[src/rtl/pc_sequencer.sv]
// Program-counter sequencing FSM: picks next_pc, drives the PC hold and IF/ID flush,
// and keeps running/stalled cycle counters.
module pc_sequencer #(
  parameter int                   WORD_SIZE    = 32,
  parameter logic [WORD_SIZE-1:0] RESET_VECTOR = {WORD_SIZE{1'b0}},
  parameter int                   MUL_STALL    = 4,
  parameter int                   CNT_W        = 32
) (
  input  logic                 clk,
  input  logic                 rst,
  input  logic [WORD_SIZE-1:0] pc_out,
  input  logic                 jump,
  input  logic [WORD_SIZE-1:0] jump_target,
  input  logic                 branch_taken,
  input  logic [WORD_SIZE-1:0] branch_target,
  input  logic                 hazard_stall,
  input  logic                 mul_start,
  input  logic                 syscall_halt,
  input  logic                 resume,
  output logic [WORD_SIZE-1:0] next_pc,
  output logic                 pc_halt,
  output logic                 flush,
  output logic [1:0]           state,
  output logic [CNT_W-1:0]     cycle_count,
  output logic [CNT_W-1:0]     stall_count
);

  typedef enum logic [1:0] {
    RUN     = 2'd0,
    MULWAIT = 2'd1,
    HALTED  = 2'd2
  } state_t;

  localparam int                   MUL_W   = $clog2(MUL_STALL + 1);
  localparam logic [WORD_SIZE-1:0] PC_STEP = WORD_SIZE'(32'd4);
  localparam logic [MUL_W-1:0]     MUL_LD  = MUL_W'(MUL_STALL);
  localparam logic [MUL_W-1:0]     MUL_ONE = MUL_W'(1'b1);
  localparam logic [CNT_W-1:0]     CNT_ONE = CNT_W'(1'b1);

  state_t                 state_r;
  state_t                 next_state_s;
  logic [MUL_W-1:0]       mul_cnt_r;
  logic [MUL_W-1:0]       mul_cnt_nxt_s;
  logic [CNT_W-1:0]       cycle_count_r;
  logic [CNT_W-1:0]       stall_count_r;
  logic [WORD_SIZE-1:0]   next_pc_s;
  logic                   pc_halt_s;
  logic                   flush_s;

  // Next-state and PC selection; RUN resolves requests by fixed priority.
  always_comb begin
    next_state_s  = state_r;
    mul_cnt_nxt_s = mul_cnt_r;
    next_pc_s     = pc_out;
    pc_halt_s     = 1'b1;
    flush_s       = 1'b0;
    case (state_r)
      RUN: begin
        if (syscall_halt) begin
          next_state_s = HALTED;
        end else if (jump) begin
          next_pc_s = jump_target;
          pc_halt_s = 1'b0;
          flush_s   = 1'b1;
        end else if (branch_taken) begin
          next_pc_s = branch_target;
          pc_halt_s = 1'b0;
          flush_s   = 1'b1;
        end else if (hazard_stall) begin
          pc_halt_s = 1'b1;
        end else if (mul_start) begin
          next_pc_s     = pc_out + PC_STEP;
          pc_halt_s     = 1'b0;
          mul_cnt_nxt_s = MUL_LD;
          next_state_s  = MULWAIT;
        end else begin
          next_pc_s = pc_out + PC_STEP;
          pc_halt_s = 1'b0;
        end
      end
      MULWAIT: begin
        // <= also catches a zero count so the FSM can never stick here
        if (mul_cnt_r <= MUL_ONE) begin
          mul_cnt_nxt_s = {MUL_W{1'b0}};
          next_state_s  = RUN;
        end else begin
          mul_cnt_nxt_s = mul_cnt_r - MUL_ONE;
        end
      end
      HALTED: begin
        if (resume) begin
          next_state_s = RUN;
        end else begin
          next_state_s = HALTED;
        end
      end
      default: begin
        next_state_s  = RUN;
        mul_cnt_nxt_s = {MUL_W{1'b0}};
      end
    endcase
  end

  // Reset forces the PC register toward the reset vector and holds it.
  always_comb begin
    if (!rst) begin
      next_pc = RESET_VECTOR;
      pc_halt = 1'b1;
      flush   = 1'b0;
    end else begin
      next_pc = next_pc_s;
      pc_halt = pc_halt_s;
      flush   = flush_s;
    end
  end

  // State, multiply countdown and performance counters.
  always_ff @(posedge clk or negedge rst) begin
    if (!rst) begin
      state_r       <= RUN;
      mul_cnt_r     <= {MUL_W{1'b0}};
      cycle_count_r <= {CNT_W{1'b0}};
      stall_count_r <= {CNT_W{1'b0}};
    end else begin
      state_r   <= next_state_s;
      mul_cnt_r <= mul_cnt_nxt_s;
      if (!pc_halt_s) begin
        cycle_count_r <= cycle_count_r + CNT_ONE;
      end else if (state_r != HALTED) begin
        stall_count_r <= stall_count_r + CNT_ONE;
      end else begin
        stall_count_r <= stall_count_r;
      end
    end
  end

  assign state       = state_r;
  assign cycle_count = cycle_count_r;
  assign stall_count = stall_count_r;

endmodule

[config.mk]
export PLATFORM = sky130hd
export DESIGN_NAME = pc_sequencer
export DESIGN_NICKNAME = d
export VERILOG_FILES = /design/src/rtl/pc_sequencer.sv
export SDC_FILE = /design/constraint.sdc
export NUM_CORES = 1
export LEC_CHECK = 0
export BUFFER_PORTS_ARGS = -buffer_cell sky130_fd_sc_hd__buf_2
export CAP_MARGIN = 20
export CELL_PAD_IN_SITES_DETAIL_PLACEMENT = 1
export CELL_PAD_IN_SITES_GLOBAL_PLACEMENT = 1
export CORE_MARGIN = 5
export CORE_UTILIZATION = 30
export DETAILED_ROUTE_END_ITERATION = 8
export PLACE_DENSITY = 0.73
export SYNTH_ARGS = -nofsm -noshare
export SYNTH_HDL_FRONTEND = slang
export SYNTH_SLANG_ARGS = --single-unit
[constraint.sdc]
create_clock -name clk -period 5.5 [get_ports clk]
set_input_delay 0.275 -clock clk [delete_from_list [all_inputs] [get_ports clk]]
set_output_delay 0.275 -clock clk [all_outputs]
set_load 0.03 [all_outputs]
==> results by group, run 1 <==
Floorplan
  – Initial Utilization: 30.6%
  – Core area: 15,900 µm²
  – Die footprint: roughly 19,000 µm²
  – Die width: 137 µm
  – Ports: 204
  – Row cnt: 46
  – Die Y-Extent: 137 µm

Critical path
  – Critical path arrival: 3020 ps
  – Worst setup EP type: output port
  – Critical path class: flop to output port
  – Max FO, Critical Path: 23
  – R2r setup slk: 2930 ps
  – CP startpoint kind: flop
  – WP data required: roughly 5200 ps
  – R2R depth: 5

Detailed routing
  – Avg Vias per Cell: ~5.5
  – ANT nets after route: 0
  – DRC errors left: 0
  – Drt pass-1 iters: 5
  – WL/cell: 19.3 µm
  – Vias after detailed routing: around 5,400
  – Detailed Route WL: 19.0 mm
  – 1st-iter DRT viols: about 190

Yosys
  – Number of synthesized flops with an enable pin: 0
  – #FFs+latches synth: between 60 and 70
  – Synth Instances: 576
  – Syn nets: a little under 700
  – Part of the Yosys area used for sequential elements: 35.6%
  – Synth warn: 0
  – Top FF cell, synth: dfrtp_1
  – Synth cell types: 61
  – Post-Syn Area per Cell: 8.43 µm²
  – Synth Cell Area: 4850 µm²
  – Asr flop ratio synth: 100%

STA
  – RSZ-0062 raised after global routing: no
  – Fmax: 0.303 GHz
  – # setup viols final: 0
  – Setup slack after layout: 2200 ps
  – Fin crit period: ~3300 ps
  – Clock Skews: ~9.0 ps
  – Fin crit share: 60.0%
  – Least-Margin Pin Slew: 946 ps
  – Fin. max-slew vios: 0
  – Post-route setup TNS: 0 ps
  – Fin. Hold Viols: 0
  – Relative slew slack: 36.8%

CTS
  – Later-pin clock latency in the skew report: 330 ps
  – Post_cts resized: 0
  – CTS Hold Buffers Added: 0
  – H-tree levels: 3
  – Longest Clk Path Bufs: 2
  – Postcts setup bufs: 0
  – Worst-path clk slew: around 60 ps
  – CTS tree: yes
  – Clock root cell: clkbuf_16
  – TritonCTS Buffers: 9
  – CTS sink count: 69

Global route
  – Global Route Usage Sum: 19.9%
  – First-pass GRT wire length: 30.0 mm
  – Number of antenna violations at the first check in global routing: 0
  – Vias in the first global route: 5,734
  – GR Overflow Total: 0
  – Largest net degree at the start of global routing: 81

Place
  – DP Area: 6040 µm²
  – GPL Wtd Cong: 0.894
  – Hpwl dp: 14.7 mm
  – Cell total after placement: 967
  – IO buf count: 203
  – Worst slack at placement: between 2000 and 3000 ps

Final layout
  – Nets: ~870
  – Layout cell share with drive strength beyond 1: 30.7%
  – Post-Layout Inst Area: 6400 µm²
  – Footprint of the multi-input gates: 2950 µm²
  – # fillers: 1,986
  – Antenna cells: 0
  – Sequential cell area: 1730 µm²
  – P&R area growth vs syn: 31.8%
  – Layout Cells excl Fill: 985

Power
  – Maximum vdd drop: 133 µV
  – Leak Pwr: approximately 0.003 µW
  – Power Density: 285 nW/µm²

Min path
  – Worst Hold Class: input port to flop
  – Hold Path Cell Cnt: 2

Job
  – # Max-Cap Violations: 0

Run status
  – Status: completed
where the power goes:
group          total [µW]  switching, µW  internal, µW
registers             646           82.2           564
logic                 549            367           182
clock network         631            209           422
total                1830            658          1170
final cells by class:
| type | count | share of cell area [%] |
|---|---|---|
| Inverter | 14 | 0.821 |
| Tap cell | 216 | 4.22 |
| Timing Repair Buffer | 208 | 16.8 |
| Clock buffer | 13 | 4.07 |
| Multi-Input combinational cell | 462 | 46.1 |
| Sequential cell | 69 | 27.0 |
| Clock inverter | 3 | 1.06 |
Yosys cell counts, types with 7 or more instances:
| cell | instances | area [µm²] |
|---|---|---|
| nand2_1 | 49 | 184 |
| o21ai_0 | 28 | 140 |
| a21oi_1 | 26 | 130 |
| nand4_1 | 27 | 169 |
| nand3_1 | 45 | 225 |
| a22oi_1 | 10 | 75.1 |
| a31oi_1 | 9 | 56.3 |
| xnor2_1 | 44 | 385 |
| inv_1 | 14 | 52.6 |
| dfrtp_1 | 69 | 1730 |
| a211oi_1 | 8 | 60.1 |
| and4_1 | 7 | 61.3 |
| nor2_1 | 46 | 173 |
| clkbuf_1 | 26 | 97.6 |
| nor3_1 | 21 | 105 |
| nor2b_1 | 12 | 75.1 |
| xor2_1 | 19 | 166 |
| and3_1 | 13 | 81.3 |
final timing paths:
check	start	to
setup / recovery	state[0]$_DFFE_PN0P_	next_pc[15]
hold / removal	resume	state[1]$_DFFE_PN0P_
setup reg to reg	state[0]$_DFFE_PN0P_	cycle_count[11]$_DFFE_PN0N_
hold reg to reg	cycle_count[31]$_DFFE_PN0N_	cycle_count[31]$_DFFE_PN0N_
max in group asynchronous	rst	cycle_count[11]$_DFFE_PN0N_
min in group asynchronous	rst	cycle_count[1]$_DFFE_PN0N_
stage by stage:
step	utilization, %	total power [µW]	hold slack (ps)
after floorplan	-	978	-20.6
after global placement	38.0	1170	454
after detailed placement	38.0	1200	456
after CTS	40.1	1840	124
after global routing	40.3	1920	126
final	40.3	1830	133
layer usage:
| layer | global-route usage (%) | wire length [µm] | up-vias |
|---|---|---|---|
| li1 | - | - | 2504 |
| met1 | 24.6 | 7840 | 2647 |
| met2 | 34.5 | 9280 | 241 |
| met3 | 5.00 | 1620 | 22 |
| met4 | 5.43 | 282 | 0 |
| met5 | 0 | 0 | - |
cells in the final DEF (no fill, tap or decap), types with 3 or more instances in the layout:
cell,instances
buf_2,202
dfrtp_1,69
nand2_1,49
nor2_1,46
nand3_1,45
xnor2_1,44
o21ai_0,28
nand4_1,27
a21oi_1,26
nor3_1,20
xor2_1,19
inv_1,14
and3_1,13
nor2b_1,12
a22oi_1,10
a31oi_1,9
clkbuf_16,9
a211oi_1,8
and4_1,7
nor4_1,6
o22ai_1,6
a221oi_1,6
nand3b_1,6
nor3b_1,6
o211ai_1,5
ha_1,5
nor3_2,4
nand2b_1,4
a22o_1,4
a221o_1,4
o211a_1,4
buf_4,4
and2_1,3
worst max-delay path: stages, from the launching register on:
cell and delay (ps):
dfrtp_1 480, nor3_2 710, buf_4 400, o21ai_0 170, or4_1 500, a21boi_0 200, buf_2 230
logic make-up (layout without fill, tap and decap cells):
family                     after synthesis  in the layout  share of synthesized area (%)
adders and majority gates                5              5                           1.29
buffers and inverters                   45            238                           3.84
muxes                                    3              3                          0.670
xor gates and xnor gates                63             63                           11.4
DFF                                     69             69                           35.6
and+or+nand+nor                        264            264                           29.6
AOI/OAI and AO/OA                      127            127                           17.7
registers in the layout, summed over array words and instances (netlist names):
register,cells
cycle_count,32
stall_count,32
state,2
mul_cnt_r,3
Power figures use the tool's default switching activity.
==> run 2: changes to the inputs <==
==> constraint.sdc (replaced) <==
create_clock -name clk -period 3.4 [get_ports clk]
set_input_delay 0.17 -clock clk [delete_from_list [all_inputs] [get_ports clk]]
set_output_delay 0.17 -clock clk [all_outputs]
set_load 0.03 [all_outputs]
==> run 2 against run 1 <==
Effect of this change:
- combinational power up 62%
- critical path depth down 1
- sequential cell count unchanged
- critical endpoint is now next_pc[23]
==> results by group, run 2 (synthesis results as in run 1) <==
Run status
  – Status: completed

Power
  – Leak Pwr: 0.00300 µW (about the same)
  – Part of the power in registers: 37.2% (+1.8 points)
  – Logic pwr share: 31.7% (+1.6 points)
  – Int Power: 1760 µW (+50%)
  – P_sw: 1050 µW (+59%)
  – Clock share of power: 31.2% (-3.3 points)
  – Switching share of power: 37.3% (+1.3 points)
  – Maximum vdd drop: 254 µV (+91%)
  – Power Density: 440 nW/µm² (+54%)

CTS
  – Worst-path clk slew: 50 ps (about the same)
  – Clock root cell: clkbuf_16
  – CTS tree: yes
  – Postcts setup bufs: 0 (unchanged)
  – Longest Clk Path Bufs: 2 (unchanged)
  – H-tree levels: 3 (unchanged)
  – Later-pin clock latency in the skew report: 320 ps (about the same)
  – CTS sink count: 69 (unchanged)
  – Post_cts resized: 0 (unchanged)
  – TritonCTS Buffers: 9 (unchanged)
  – CTS Hold Buffers Added: 1 (+1)

Min path
  – Worst Hold Class: input port to flop
  – Worst hold endpoint: state[1]$_DFFE_PN0P_
  – Hold path startpoint: resume
  – Hold Path Cell Cnt: 2 (unchanged)

Detailed routing
  – WL/cell: 19.6 µm (+1.2%)
  – ANT nets after route: 0 (unchanged)
  – 1st-iter DRT viols: 223 (+19%)
  – Vias after detailed routing: 5,433 (+0.35%)
  – DRC errors left: 0 (unchanged)
  – Avg Vias per Cell: 5.49 (about the same)
  – Detailed Route WL: 19.3 mm (+1.6%)
  – Drt pass-1 iters: 4 (-1)

Global route
  – Largest net degree at the start of global routing: 65 (-20%)
  – Vias in the first global route: 5,937 (+3.5%)
  – GR Overflow Total: 0 (unchanged)
  – Global Route Usage Sum: 20.1% (+0.16 points)
  – First-pass GRT wire length: 30.2 mm (+0.80%)
  – Number of antenna violations at the first check in global routing: 2 (+2)

Final layout
  – P&R area growth vs syn: 31.4%
  – Sequential cell area: 1730 µm² (unchanged)
  – Antenna cells: 0 (unchanged)
  – Nets: 878 (+0.57%)
  – Footprint of the multi-input gates: 2950 µm² (unchanged)
  – Commonest non-fill, non-tap cells in the layout: 202 x buf_2, 69 x dfrtp_1, 49 x nand2_1
  – Leading cell type in the layout, fill and taps excluded: buf_2
  – Layout cell share with drive strength beyond 1: 31.2% (+0.49 points)
  – Post-Layout Inst Area: 6380 µm² (-0.29%)
  – # fillers: 1,983 (-0.15%)

Floorplan
  – Die footprint: 18,800 µm² (unchanged)
  – Initial Utilization: 30.6% (unchanged)
  – Ports: 204 (unchanged)
  – Die width: 137 µm (unchanged)
  – Core area: 15,900 µm² (unchanged)
  – Die Y-Extent: 137 µm (unchanged)
  – Row cnt: 46 (unchanged)

STA
  – Fin. Hold Viols: 0 (unchanged)
  – Post-route setup TNS: 0 ps (unchanged)
  – Min Hold Slack: 32.8 ps (-101 ps)
  – Least-Margin Pin Slew: 968 ps (+22.7 ps)
  – Clock Skews: 5.37 ps (-3.66 ps)
  – Fmax: 0.335 GHz
  – # setup viols final: 0 (unchanged)
  – Fin crit share: between 80% and 90%
  – Relative slew slack: 34.9% (-1.9 points)
  – RSZ-0062 raised after global routing: no
  – Fin. max-slew vios: 0 (unchanged)
  – Fin crit period: ~3000 ps

Place
  – IO buf count: 203 (unchanged)
  – GPL Wtd Cong: 0.940 (+5.2%)
  – DP Area: 6080 µm² (+0.75%)
  – Hpwl dp: 15.1 mm (+2.3%)

Critical path
  – Reg2reg start: state[1]$_DFFE_PN0P_
  – Critical path class: flop to output port
  – Max FO, Critical Path: 12 (-48%)
  – R2r setup slk: 920 ps (-2010 ps)
  – CP startpoint kind: flop
  – R2R depth: 5 (unchanged)
  – Worst setup EP type: output port
  – RR Endpoint: stall_count[27]$_DFFE_PN0P_
  – Critical path arrival: 2810 ps (-210 ps)
  – WP data required: 3230 ps (-1990 ps)

Job
  – # Max-Cap Violations: 0 (unchanged)
## run 2: how the worst max path moves through the flow
stage	startpoint	endpoint	slack [ps]	cells after the start
5_1_grt	state[1]$_DFFE_PN0P_	next_pc[15]	290	5
3_3_place_gp	state[0]$_DFFE_PN0P_	next_pc[23]	940	5
4_1_cts	state[0]$_DFFE_PN0P_	next_pc[23]	450	5
2_1_floorplan	state[1]$_DFFE_PN0P_	next_pc[10]	660	6
6_report	state[0]$_DFFE_PN0P_	next_pc[23]	420	5
3_5_place_dp	state[0]$_DFFE_PN0P_	next_pc[23]	780	5
## run 2: per-stage QoR
stage	setup slack [ps]	utilization (%)	total power, µW	cells
2_1_floorplan	655	-	1580	576
3_3_place_gp	943	38.3	1910	973
3_5_place_dp	777	38.3	1950	973
4_1_cts	448	40.2	2840	989
5_1_grt	290	40.2	2960	989
6_report	415	40.2	2800	989
## run 2: power groups by stage
stage	registers (µW)	clock network, µW	logic (µW)
6_report	1040	874	888
3_5_place_dp	1050	0	895
5_1_grt	1060	934	963
4_1_cts	1040	897	898
3_3_place_gp	1040	0	864
2_1_floorplan	1170	0	416
## run 2: final cells by class
cell class | count | share of cell area [%]
Inverter | 14 | 0.824
Tap cell | 216 | 4.24
Clock inverter | 3 | 0.314
Clock buffer | 12 | 4.18
Sequential cell | 69 | 27.1
Timing Repair Buffer | 213 | 17.2
Multi-Input combinational cell | 462 | 46.2
## run 2: routing by layer
layer	vias up	GRT usage (%)	share of wire [%]
li1	2504	-	-
met1	2652	24.3	42
met2	229	34.9	49
met3	44	4.09	6.9
met4	4	7.98	2.9
met5	-	0	0.14
## run 2: critical path: stages (launching register included)
cell     delay [ps]
dfrtp_1         470
nor3_2          650
nand2_1         530
nor4b_1         460
a211o_1         180
buf_2           190
